**config.mk**
```make
export PLATFORM = sky130hd
export DESIGN_NAME = sprite_pos_regs_flat
export DESIGN_NICKNAME = d
export VERILOG_FILES = /design/src/rtl/sprite_pos_regs_if.sv /design/src/rtl/sprite_pos_regs.sv /design/src/flat_wrapper.sv
export SDC_FILE = /design/constraint.sdc
export NUM_CORES = 1
export LEC_CHECK = 0
export CORE_MARGIN = 10
export CORE_UTILIZATION = 40
export DETAILED_ROUTE_END_ITERATION = 10
export PLACE_DENSITY = 0.71
export SETUP_SLACK_MARGIN = 0.4
export SYNTH_ARGS = -nofsm -noshare
export SYNTH_HDL_FRONTEND = slang
export SYNTH_SLANG_ARGS = --single-unit
```
**constraint.sdc**
```tcl
create_clock -name clk_50MHz -period 4.05 [get_ports clk_50MHz]
set_input_delay 0.405 -clock clk_50MHz [delete_from_list [all_inputs] [get_ports clk_50MHz]]
set_output_delay 0.405 -clock clk_50MHz [all_outputs]
set_load 0.02 [all_outputs]
```
**src/rtl/sprite_pos_regs_if.sv**
```systemverilog
// CPU memory-bus bundle for the sprite position register block.
// The CPU side drives address/strobes/data; the register block returns registered read data.
interface sprite_pos_regs_if #(
  parameter int ADDR_BITS = 16
);
  logic [ADDR_BITS-1:0] addr;
  logic                 we;
  logic                 re;
  logic [15:0]          wdata;
  logic [15:0]          rdata;
  logic                 rvalid;

  modport master (output addr, we, re, wdata, input rdata, rvalid);
  modport slave  (input addr, we, re, wdata, output rdata, rvalid);
endinterface

```
**src/rtl/sprite_pos_regs.sv**
```systemverilog
// Shadowed sprite position registers: CPU stores land in shadow copies and are committed
// to the vga-facing outputs once per frame on the falling edge of v_sync, avoiding tearing.
module sprite_pos_regs #(
  parameter int MX        = 6000,
  parameter int MY        = 6004,
  parameter int P1X       = 6008,
  parameter int P1Y       = 6012,
  parameter int P2X       = 6016,
  parameter int P2Y       = 6020,
  parameter int STAT      = 6024,
  parameter int ADDR_BITS = 16
) (
  input  logic                    clk_50MHz,
  input  logic                    clear,
  sprite_pos_regs_if.slave        bus,
  input  logic                    v_sync,
  output logic [15:0]             mx,
  output logic [15:0]             my,
  output logic [15:0]             p1x,
  output logic [15:0]             p1y,
  output logic [15:0]             p2x,
  output logic [15:0]             p2y,
  output logic                    frame_tick
);

  localparam logic [ADDR_BITS-1:0] POS_ADDR [6] = '{
    ADDR_BITS'(MX),  ADDR_BITS'(MY),  ADDR_BITS'(P1X),
    ADDR_BITS'(P1Y), ADDR_BITS'(P2X), ADDR_BITS'(P2Y)
  };
  localparam logic [ADDR_BITS-1:0] STAT_ADDR = ADDR_BITS'(STAT);

  logic [15:0] r_shadow [6];
  logic [15:0] r_active [6];
  logic [15:0] r_frameCnt;
  logic        r_dirty;
  logic        r_vsQ;

  logic [5:0]  w_wrSel;
  logic [15:0] w_rdData;
  logic        w_vsFall;

  assign w_vsFall = r_vsQ & ~v_sync;

  // Exact full-width decode; anything else (including unaligned) reads as zero.
  always_comb begin
    w_wrSel  = '0;
    w_rdData = '0;
    for (int i = 0; i < 6; i++) begin
      if (bus.addr == POS_ADDR[i]) begin
        w_wrSel[i] = bus.we;
        w_rdData   = r_shadow[i];
      end
    end
    if (bus.addr == STAT_ADDR) begin
      w_rdData = {r_dirty, r_frameCnt[14:0]};
    end
  end

  // Commit copies the pre-write shadow; a coincident write re-arms dirty for next frame.
  always_ff @(posedge clk_50MHz) begin
    if (clear) begin
      for (int i = 0; i < 6; i++) begin
        r_shadow[i] <= '0;
        r_active[i] <= '0;
      end
      r_frameCnt <= '0;
      r_dirty    <= 1'b0;
      r_vsQ      <= 1'b1;
      frame_tick <= 1'b0;
      bus.rdata  <= '0;
      bus.rvalid <= 1'b0;
    end else begin
      r_vsQ      <= v_sync;
      frame_tick <= w_vsFall;
      bus.rvalid <= bus.re;
      if (bus.re) begin
        bus.rdata <= w_rdData;
      end
      if (w_vsFall) begin
        r_frameCnt <= r_frameCnt + 16'd1;
        r_dirty    <= 1'b0;
      end
      for (int i = 0; i < 6; i++) begin
        if (w_vsFall && r_dirty) begin
          r_active[i] <= r_shadow[i];
        end
        if (w_wrSel[i]) begin
          r_shadow[i] <= bus.wdata;
        end
      end
      if (|w_wrSel) begin
        r_dirty <= 1'b1;
      end
    end
  end

  assign mx  = r_active[0];
  assign my  = r_active[1];
  assign p1x = r_active[2];
  assign p1y = r_active[3];
  assign p2x = r_active[4];
  assign p2y = r_active[5];

endmodule
```
**src/flat_wrapper.sv**
```systemverilog
// flat-port wrapper written by rule: the top's interface ports become plain ports
module sprite_pos_regs_flat 
#(
  parameter int MX        = 6000,
  parameter int MY        = 6004,
  parameter int P1X       = 6008,
  parameter int P1Y       = 6012,
  parameter int P2X       = 6016,
  parameter int P2Y       = 6020,
  parameter int STAT      = 6024,
  parameter int ADDR_BITS = 16
)
  (clk_50MHz, clear, v_sync, mx, my, p1x, p1y, p2x, p2y, frame_tick, bus_addr, bus_we, bus_re, bus_wdata, bus_rdata, bus_rvalid);
  sprite_pos_regs_if #(.ADDR_BITS(ADDR_BITS)) bus_i ();
  input  logic clk_50MHz;
  input  logic clear;
  input  logic v_sync;
  output logic [15:0] mx;
  output logic [15:0] my;
  output logic [15:0] p1x;
  output logic [15:0] p1y;
  output logic [15:0] p2x;
  output logic [15:0] p2y;
  output logic frame_tick;
  input wire logic [$bits(bus_i.addr)-1:0] bus_addr;
  input wire logic [$bits(bus_i.we)-1:0] bus_we;
  input wire logic [$bits(bus_i.re)-1:0] bus_re;
  input wire logic [$bits(bus_i.wdata)-1:0] bus_wdata;
  output wire logic [$bits(bus_i.rdata)-1:0] bus_rdata;
  output wire logic [$bits(bus_i.rvalid)-1:0] bus_rvalid;
  assign bus_i.addr = bus_addr;
  assign bus_i.we = bus_we;
  assign bus_i.re = bus_re;
  assign bus_i.wdata = bus_wdata;
  assign bus_rdata = bus_i.rdata;
  assign bus_rvalid = bus_i.rvalid;
  sprite_pos_regs #(.MX(MX), .MY(MY), .P1X(P1X), .P1Y(P1Y), .P2X(P2X), .P2Y(P2Y), .STAT(STAT), .ADDR_BITS(ADDR_BITS)) u_core (.clk_50MHz(clk_50MHz), .clear(clear), .bus(bus_i), .v_sync(v_sync), .mx(mx), .my(my), .p1x(p1x), .p1y(p1y), .p2x(p2x), .p2y(p2y), .frame_tick(frame_tick));
endmodule
```
======== Word level (Yosys, flattened, before mapping) ========
Memory sizes are Yosys's and may differ from the RTL's.
Cells that the tools add are included.
storage, ports and cells
  register bits after elaboration ......... 36
  bits in writable memories ............... 192
  input port bits ......................... 37
  logic and storage cells ................. 83
  memories kept ........................... 2
memories
  memory           words  width  read ports  clocked after memory_dff  wr ports  line                   text
  u_core.r_active  6      16     6           0                         6         sprite_pos_regs.sv:33  logic [15:0] r_active [6];
  u_core.r_shadow  6      16     6           0                         6         sprite_pos_regs.sv:32  logic [15:0] r_shadow [6];
operators by class
  $add $sub $neg .......................... 1
  equality and inequality tests ........... 7
  muxes and demuxes ....................... 50
  bitwise gates (word level) .............. 14
  reduce and logical (&&, ||, !) cells .... 3
operators with widths
  operator                                                                  number
  16-bit 2-to-1 mux                                                         19
  16-bit by 13-bit equality test with 1-bit output (second input constant)  7
  1-bit 2-to-1 mux                                                          31
  16-bit by 1-bit adder with 16-bit output (second input constant)          1
  1-bit OR                                                                  12
  6-bit OR reduction                                                        1
  2-bit nonzero test                                                        1
  1-bit AND                                                                 1
  1-bit logical AND                                                         1
  1-bit NOT                                                                 1

======== Longest topological paths before layout ========
Gate-level depths: netlist of run 1.
  depth in word-level cells ............... 8
  gate-level depth with buffers ........... 8
  depth with buffers taken out ............ 6

======== Worst setup path after synthesis of run 1 ========
Ideal clock, no wire load.
  path type ............................... input -> register
  start ................................... input clear
  end ..................................... memory u_core.r_active[0][0], enable pin
  arrival ................................. 2886 ps
  required time ........................... 3597 ps
  path slack .............................. 711 ps
  stages on the path ...................... 3
  path buffers ............................ 2
  cell sequence ........................... clkbuf_1 -> clkbuf_1 -> a21o_1
RTL lines
  item                line                   text
  start: declaration  flat_wrapper.sv:16     input logic clear;
  end: declaration    sprite_pos_regs.sv:33

==> out/results.tsv, run 1 <==
stage	metric	value	unit
outcome	status	finished clean	
logic_synthesis	synthArstFlopShare	0	%
logic_synthesis	synth_flop_cell	edfxtp_1	
sta	finalSetupViolations	0	
drt	ant_nets	0	
die	die_x	175.1	um
critical_path	crit_fanout	16	
global_route	grt_usage	15.75	%
logic_synthesis	ys_ff_latch	227	
die	core	0.02354	mm2
sta	finalCritPeriodShare	65.97	%
critical_path	r2r_setup_slack	2.02	ns
die	dieArea	0.03065	mm2
clocking	tritoncts	done	
drt	wl_per_cell	20.82	um
sta	post-route-min-period	2.672	ns
placed_design	place_hpwl	17100	um
drt	drt_first_pass_iters	4	
logic_synthesis	synthesis.nets	760	
power	irDropWorstVdd	0.2378	mV
global_route	antenna_found_initial	1	
clocking	cts_root_buffer	clkbuf_16	
logic_synthesis	synth_area_per_cell	13.32	um2
clocking	clk_pin_slew	0.06	ns
sta	hold_viol_final	0	
placed_design	place_area	0.01144	mm2
die	rows	56	
logic_synthesis	syn_inst	722	
layout	drive_gt1_share	9.091	%
global_route	grt_max_degree	99	
power	p_per_area	432.9	mW/mm2
die	start_util	40.86	%
critical_path	crit_required	4.20	ns
clocking	cts_sinks	227	
drt	vias	6335	
logic_synthesis	synth_area	0.009620	mm2
critical_path	arrival	2.83	ns
logic_synthesis	synth.yosys.seq_area_share	67.21	%
layout	utilization	52.12	%
clocking	post_cts_resized	0	
drt	first_iter_violations	426	
drt	drc	0	
layout	fin_area	0.01227	mm2
critical_path	start_kind	input port	
logic_synthesis	netlist-cell-type-count	54	
placed_design	gp_congestion	0.8766	
die	io_pins	151	
sta	tns	0	ns
sta	rsz0062_at_grt	false	
layout	area_growth	27.55	%
sta	finalClockSkew	0.007104	ns
drt	routed_wl	24990	um
placed_design	dp_slack	0.8470	ns
clocking	hold_buffers	0	
clocking	cts_buffer_depth	3	
clocking	cts_setup_buffers	0	
job	max_cap_viol_count	0	
power	power.leakage	0.004625	uW
sta	tightest_slew	0.9296	ns
clocking	cts_made_buffers	25	
critical_path	critPathKind	in2reg	
clocking	worstSkewPairLatency	0.52	ns
layout	fin_nets	900	
logic_synthesis	synth_edf_count	192	
sta	max_freq	374.3	MHz
min_path	min_path_type	reg2reg	
sta	slew_headroom	37.56	%
drt	via_per_inst	5.279	
layout	fillers	2020	
global_route	grt_pass1_wl	37830	um
critical_path	crit_path_end_kind	register	
clocking	h-tree-depth	1	
sta	setup_slack	1.378	ns
placed_design	io_buffers	150	
global_route	grt_pass1_vias	6399	
die	die_h	175.1	um
global_route	gr-total-overflow	0	
sta	slew_viol_final	0	
logic_synthesis	ys.warnings.count	0	
[sequential cells by signal, summed over array words and instances, names as in the netlist]
register	flops
u_core.frame_tick	1
u_core.r_active	96
u_core.r_dirty	1
u_core.bus.rdata	16
u_core.r_frameCnt	15
u_core.bus.rvalid	1
u_core.r_vsQ	1
u_core.r_shadow	96
[per-layer routing]
metal	vias up	wire (um)	global-route usage (%)
li1	2956	-	-
met1	3099	10460	19.74
met2	235	12060	25.95
met3	45	1719	3.708
met4	0	750	5.899
met5	-	0	0
[area by class of cell]
cell class / count / area [um2] / share of cell area (%)
antenna: 1 / 2.502 / 0.02039
inverter: 6 / 22.52 / 0.1835
tap: 319 / 399.1 / 3.253
timing repair buffer: 164 / 1609 / 13.11
sequential: 227 / 6467 / 52.71
multi-input combinational: 438 / 2945 / 24.00
clock inverter: 12 / 138.9 / 1.132
clock buffer: 33 / 685.7 / 5.588
[worst paths after layout]
path / from / end / cells after the start
setup / recovery: bus_addr[5] / u_core.r_shadow[0][78] / 5
hold / removal: u_core.bus.rdata[6] / u_core.bus.rdata[6] / 2
setup reg to reg: u_core.r_vsQ / u_core.r_active[0][59] / 3
hold reg to reg: u_core.bus.rdata[6] / u_core.bus.rdata[6] / 2
[worst max-delay path, stage by stage]
cell             delay [ns]
clkdlybuf4s50_1        0.43
or4b_1                 0.64
or3_1                  0.46
nor2_1                 0.27
a21o_1                 0.62
[placed cells by master, fill, tap and decap left out, types with 3 or more instances in the layout]
| cell type | instances |
|---|---|
| a22oi_1 | 11 |
| a211oi_1 | 12 |
| clkbuf_8 | 3 |
| dfxtp_1 | 34 |
| buf_4 | 13 |
| or3_1 | 5 |
| edfxtp_1 | 192 |
| xnor2_1 | 5 |
| a21oi_1 | 8 |
| clkinv_2 | 4 |
| o22ai_1 | 7 |
| and3_1 | 97 |
| mux4_2 | 11 |
| inv_1 | 6 |
| a31oi_1 | 4 |
| mux2i_1 | 14 |
| o21ai_0 | 27 |
| nand2_1 | 27 |
| nor2_2 | 3 |
| clkbuf_1 | 5 |
| o21bai_1 | 3 |
| nor3_1 | 4 |
| clkdlybuf4s50_1 | 148 |
| and2_1 | 96 |
| nor2b_1 | 13 |
| nand4_1 | 7 |
| nor2_1 | 31 |
| nand2b_1 | 6 |
| bufinv_16 | 3 |
| nand3_1 | 8 |
| clkbuf_16 | 25 |
| clkinv_1 | 3 |
| xor2_1 | 5 |
[Yosys cell counts, drive strengths merged (3+ instances only)]
library cell	count	area [um2]
edfxtp	192	5766
and3	97	606.8
and2	96	600.6
clkbuf	40	150.1
nor2	36	150.2
dfxtp	35	700.7
nand2	27	101.4
o21ai	27	135.1
mux2i	14	140.1
nor2b	13	81.33
a211oi	12	90.09
a22oi	11	82.58
buf	11	57.55
mux4	11	247.7
a21oi	8	40.04
nand3	8	40.04
nand4	7	43.79
o22ai	7	43.79
inv	6	22.52
nand2b	6	37.54
nor3	6	40.04
or3	5	31.28
xnor2	5	43.79
xor2	5	43.79
a31oi	4	25.02
or2	4	25.02
o21bai	3	22.52
[kinds of logic (layout without fill, tap and decap cells)]
| family | after synthesis | after routing | share of synthesized area, % |
|---|---|---|---|
| and+or+nand+nor | 315 | 315 | 19.38 |
| buffers and inverters | 57 | 215 | 2.393 |
| muxes | 26 | 26 | 4.149 |
| xor gates and xnor gates | 10 | 10 | 0.9103 |
| adders and majority gates | 1 | 1 | 0.1300 |
| DFF | 227 | 227 | 67.21 |
| other | 0 | 1 | 0 |
| AOI/OAI and AO/OA | 86 | 86 | 5.827 |
[through the flow]
stage / power [uW] / hold WS (ns) / instances
floorplan: 2878 / 0.4661 / 722
global placement: 3083 / 0.4713 / 1154
detailed placement: 3087 / 0.4808 / 1154
CTS: 5354 / 0.4945 / 1199
global route: 5482 / 0.5212 / 1199
finish: 5312 / 0.4948 / 1200
[power by group]
part	total [uW]	leakage [uW]	switching, uW	internal [uW]
clock network	2280	0.000407	898	1380
logic	371	0.00204	219	151
registers	2660	0.00218	44.6	2620
(Power assumes the default switching activity.)
==> run 2, diff against run 1 <==
--- a/config.mk
+++ b/config.mk
@@ -8,7 +8,7 @@
 export CORE_MARGIN = 10
 export CORE_UTILIZATION = 40
 export DETAILED_ROUTE_END_ITERATION = 10
-export PLACE_DENSITY = 0.71
+export PLACE_DENSITY = 0.74
 export SETUP_SLACK_MARGIN = 0.4
 export SYNTH_ARGS = -nofsm -noshare
 export SYNTH_HDL_FRONTEND = slang
==> constraint.sdc (replaced) <==
create_clock -name clk_50MHz -period 2.4 [get_ports clk_50MHz]
set_input_delay 0.24 -clock clk_50MHz [delete_from_list [all_inputs] [get_ports clk_50MHz]]
set_output_delay 0.24 -clock clk_50MHz [all_outputs]
set_load 0.02 [all_outputs]
==> run 2 against run 1 <==
  * Power increased by 66%
  * Hold slack got worse by 0.16 ns
  * Core utilization increased by 2.0 points
  * Sequential power increased by 69%
  * First-iteration DRC count increased by 46%
  * Sequential share of layout area decreased by 2.0 points
  * Clock power increased by 60%
  * Largest power group unchanged
==> out/results.tsv, run 2 (synthesis gave the netlist of run 1 again) <==
stage	metric	value	unit
global_route	gr-total-overflow	0	
power	p_clk_share	41.3	%
drt	ant_nets	0	
sta	slew_viol_final	0	
global_route	grt_max_degree	58	
placed_design	dp_slack	-0.1198	ns
critical_path	slowest_stage	or4b_1	
die	die_x	175.1	um
die	die_h	175.1	um
critical_path	crit_chain	clkdlybuf4s50_1 -> or4b_1 -> or3_4 -> nor2_2 -> a21o_4	
sta	setup_slack	0.4182	ns
placed_design	io_buffers	150	
drt	drc	0	
power	power.leakage	0.004870	uW
sta	finalClockSkew	0.02291	ns
global_route	antenna_found_initial	1	
power	irDropWorstVdd	0.3746	mV
power	p_per_area	690.6	mW/mm2
sta	hold_viol_final	0	
layout	fin_area	0.01275	mm2
critical_path	crit_required	2.59	ns
die	rows	56	
die	io_pins	151	
sta	max_freq	504.6	MHz
layout	utilization	54.16	%
layout	reg.largest.list	u_core.r_active (96), u_core.r_shadow (96), u_core.bus.rdata (16)	
critical_path	crit_path_end_kind	register	
sta	post-route-min-period	1.982	ns
die	dieArea	0.03065	mm2
clocking	cts_buffer_depth	3	
drt	via_per_inst	5.238	
drt	routed_wl	25980	um
layout	multi_input_area	0.003035	mm2
critical_path	start_kind	input port	
critical_path	max_stage_delay	0.67	ns
sta	finalSetupViolations	0	
placed_design	gp_congestion	0.8825	
clocking	hold_buffers	0	
power	p_sw	1930	uW
power	sw_frac_of_total	21.92	%
layout	fin_nets	933	
layout	drive_gt1_share	13.91	%
sta	tns	0	ns
job	max_cap_viol_count	0	
clocking	cts_sinks	227	
placed_design	place_hpwl	17760	um
global_route	grt_usage	16.43	%
layout	fillers	1964	
layout	register_area	0.006467	mm2
drt	wl_per_cell	21.07	um
drt	first_iter_violations	621	
critical_path	path_buf_inv	1	
layout	final_common_cell	edfxtp_1	
power	power_frac_comb	7.6	%
clocking	tritoncts	done	
drt	vias	6458	
clocking	h-tree-depth	1	
placed_design	place_area	0.01186	mm2
global_route	grt_pass1_vias	6655	
critical_path	arrival	2.18	ns
clocking	worstSkewPairLatency	0.52	ns
global_route	grt_pass1_wl	39650	um
min_path	min_path_type	in2reg	
sta	rsz0062_at_grt	true	
sta	finalCritPeriodShare	82.57	%
layout	area_growth	32.54	%
die	start_util	40.86	%
power	seqPwrFrac	51.1	%
clocking	cts_made_buffers	24	
clocking	cts_root_buffer	clkbuf_16	
drt	drt_first_pass_iters	5	
sta	slew_headroom	44.95	%
layout	layout_common_cells	edfxtp_1 (192), clkdlybuf4s50_1 (144), and3_1 (97), and2_1 (93), dfxtp_1 (34)	
power	intPower	6876	uW
critical_path	crit_fanout	16	
critical_path	critPathKind	in2reg	
clocking	clk_pin_slew	0.06	ns
die	core	0.02354	mm2
outcome	status	finished clean	
sta	tightest_slew	0.8237	ns
critical_path	critPathTopFamily	simple AND/OR/NAND/NOR gates	
## run 2: cell count changes in the layout (fill, tap and decap cells not counted), sizes merged
cell	change
clkinv	-1
dlymetal6s2s	+4
clkbuf	+4
clkdlybuf4s50	-4
clkinvlp	+1
bufinv	-2
buf	+32
inv	-2
nor2	+1
## run 2: final cells by class
cell class	count	area share [%]
flip-flops and latches	227	50.72
repair buffers	197	15.95
diodes	1	0.01963
inverters	6	0.1766
well taps	319	3.130
clock buffers	36	5.613
multi-input cells	439	23.81
clock inverters	8	0.5888
## run 2: worst paths after layout
| kind | start | to | slack (ns) | cells after the start |
|---|---|---|---|---|
| worst max-delay path | bus_addr[5] | u_core.r_shadow[0][68] | 0.42 | 5 |
| worst min-delay path | bus_addr[2] | u_core.bus.rdata[15] | 0.33 | 4 |
| worst max register to register | u_core.r_vsQ | u_core.r_active[0][16] | 0.54 | 4 |
| worst min register to register | u_core.bus.rdata[6] | u_core.bus.rdata[6] | 0.48 | 2 |
## run 2: per-stage QoR
stage	hold WS (ns)	std cells	total power, uW
finish	0.3338	1233	8806
global route	0.3742	1232	9075
CTS	0.3069	1228	8857
detailed placement	0.4766	1182	5244
global placement	0.4741	1182	5235
floorplan	0.3438	722	4860
## run 2: layer usage
layer	vias to the layer above	track usage (%)	wire, um
li1	3035	-	-
met1	3151	20.34	10800
met2	235	28.30	12880
met3	37	3.708	1700
met4	0	4.380	604
met5	-	0	0
## run 2: worst min-delay path, delay by kind of cell
family                 cells  cell delay [ns]
AOI/OAI and AO/OA          1             0.11
and+or+nand+nor            2             0.20
buffers and inverters      1             0.24
## run 2: timing repair
item,in CTS,in global routing
cloned,1,1
pin swaps,2,5
buffers inserted,1,2
hold endpoints to repair,0,0
gates resized for setup,1,9
endpoints found under the setup margin,36,47
## run 2: power by group through the flow
stage	Clock (uW)	Sequential, uW	Combinational [uW]
3_3_place_gp	0	4580	660
5_1_grt	3850	4510	713
3_5_place_dp	0	4580	667
2_1_floorplan	0	4640	221
6_report	3640	4500	672
4_1_cts	3680	4500	677
==> run 3, diff against run 2 <==
==> constraint.sdc (replaced) <==
create_clock -name clk_50MHz -period 1.8 [get_ports clk_50MHz]
set_input_delay 0.18 -clock clk_50MHz [delete_from_list [all_inputs] [get_ports clk_50MHz]]
set_output_delay 0.18 -clock clk_50MHz [all_outputs]
set_load 0.02 [all_outputs]
==> run 3 against run 2 <==
  * Die area unchanged
  * Clock power up 30%
  * Power up 33%
  * Count of clock-buffer cells in the layout up 2
==> out/results.tsv, run 3 (synthesis gave the netlist of run 1 again) <==
stage	metric	value	unit
sta	slew_headroom	70.48	%
drt	wl_per_cell	22.63	um
die	dieArea	0.03065	mm2
clocking	worstSkewPairLatency	0.52	ns
clocking	cts_made_buffers	24	
job	max_cap_viol_count	0	
power	power.leakage	0.005809	uW
drt	ant_nets	0	
drt	via_per_inst	5.421	
layout	area_growth	41.02	%
drt	drc	0	
critical_path	critPathKind	in2reg	
critical_path	r2r_setup_slack	0.30	ns
layout	layout_common_cells	edfxtp_1 (192), and3_1 (97), and2_1 (83), buf_4 (54), clkbuf_2 (40)	
sta	post-route-min-period	1.732	ns
die	die_h	175.1	um
drt	first_iter_violations	778	
critical_path	arrival	2.12	ns
drt	drt_first_pass_iters	6	
clocking	cts_sinks	227	
layout	reg.largest.list	u_core.r_active (96), u_core.r_shadow (96), u_core.bus.rdata (16)	
placed_design	place_hpwl	18690	um
placed_design	dp_slack	-0.6294	ns
power	finalPower	11740	uW
critical_path	critPathLaunch	bus_addr[13]	
global_route	gr-total-overflow	0	
sta	finalSetupViolations	0	
layout	n_antenna_cell	0	
sta	rsz0062_at_grt	true	
critical_path	worstReg2RegEnd	u_core.r_frameCnt[11]	
sta	tns	0	ns
min_path	min_path_type	in2reg	
global_route	grt_pass1_wl	42640	um
global_route	grt_usage	17.90	%
sta	slew_viol_final	0	
critical_path	slowest_stage	or4b_4	
layout	register_area	0.006489	mm2
global_route	antenna_found_initial	0	
critical_path	crit_required	2.19	ns
die	rows	56	
sta	finalCritPeriodShare	96.24	%
power	irDropWorstVdd	0.6233	mV
die	core	0.02354	mm2
critical_path	crit_path_end_kind	register	
clocking	cts_buffer_depth	3	
placed_design	io_buffers	150	
sta	hold_viol_final	0	
placed_design	gp_congestion	0.9082	
clocking	cts_root_buffer	clkbuf_16	
critical_path	max_stage_delay	0.56	ns
die	io_pins	151	
drt	vias	6960	
die	start_util	40.86	%
power	p_per_area	865.4	mW/mm2
sta	max_freq	577.3	MHz
clocking	clk_pin_slew	0.06	ns
clocking	h-tree-depth	1	
layout	fin_nets	986	
critical_path	crit_chain	buf_6 -> or4b_4 -> or2_4 -> or3_4 -> buf_6 -> nor2_4 -> clkbuf_16 -> and2_1	
critical_path	reg2reg_from	u_core.r_vsQ	
global_route	grt_pass1_vias	6965	
layout	fin_area	0.01357	mm2
drt	routed_wl	29050	um
sta	tightest_slew	0.4420	ns
layout	fillers	1883	
clocking	tritoncts	done	
layout	multi_input_area	0.003324	mm2
critical_path	crit_fanout	8	
die	die_x	175.1	um
sta	setup_slack	0.06765	ns
critical_path	crit_end	u_core.r_shadow[0][33]	
layout	final_common_cell	edfxtp_1	
outcome	status	finished clean	
placed_design	place_area	0.01214	mm2
layout	drive_gt1_share	29.64	%
sta	finalClockSkew	0.009807	ns
critical_path	reg2reg_depth	5	
critical_path	cp_common_cell	buf_6	
global_route	grt_max_degree	78	
critical_path	start_kind	input port	
run 3: cell types whose count changed in the layout (fill, tap and decap cells not counted), moves of 10 or more:
cell,change
buf_6,+16
clkdlybuf4s15_2,+12
clkdlybuf4s50_1,-123
and2_1,-10
clkbuf_2,+40
and2_4,+10
buf_4,+22
dlymetal6s2s_1,+33
clkdlybuf4s15_1,+20
run 3: timing repair:
action	CTS	global route
pin swaps	26	21
cloned	9	7
gates resized for setup	228	139
hold buffers	0	0
setup buffers	9	14
endpoints found under the setup margin	329	365
run 3: layer usage:
metal	GRT usage [%]	wire (um)	up-vias
li1	-	-	3147
met1	22.96	12110	3444
met2	29.66	14200	314
met3	3.427	1859	55
met4	6.252	879	0
met5	0	0	-
run 3: how the worst min path moves through the flow:
stage,from,depth (start not counted),to
2_1_floorplan,v_sync,1,u_core.r_vsQ
3_3_place_gp,u_core.bus.rdata[3],2,u_core.bus.rdata[3]
3_5_place_dp,u_core.bus.rdata[3],2,u_core.bus.rdata[3]
4_1_cts,bus_addr[3],5,u_core.r_dirty
5_1_grt,bus_addr[3],5,u_core.r_dirty
6_report,bus_addr[2],5,u_core.bus.rdata[15]
run 3: layout make-up:
| type | instances | share of cell area, % |
|---|---|---|
| clock inverters | 5 | 0.4242 |
| clock buffers | 38 | 5.109 |
| inverters | 6 | 0.1660 |
| repair buffers | 248 | 19.03 |
| multi-input cells | 441 | 24.50 |
| well taps | 319 | 2.942 |
| flip-flops and latches | 227 | 47.83 |
run 3: stage by stage:
step | hold slack [ns] | std cells | util [%]
2_1_floorplan | 0.2838 | 722 | -
3_3_place_gp | 0.4800 | 1202 | 51.57
3_5_place_dp | 0.4842 | 1202 | 51.57
4_1_cts | 0.2721 | 1263 | 56.44
5_1_grt | 0.3932 | 1284 | 57.63
6_report | 0.3649 | 1284 | 57.63
run 3: report_power, final:
part           internal (uW)  leakage (uW)  total, uW  switching [uW]
Combinational            421       0.00326        992             571
Clock                   2770      0.000362       4750            1980
Sequential              5890       0.00219       6000             112
Total                   9080       0.00581      11700            2660
run 3: critical path, delay by kind of cell:
kind          cells  cell delay (ns)
simple gates      5             1.51
buf+inv           3             0.42
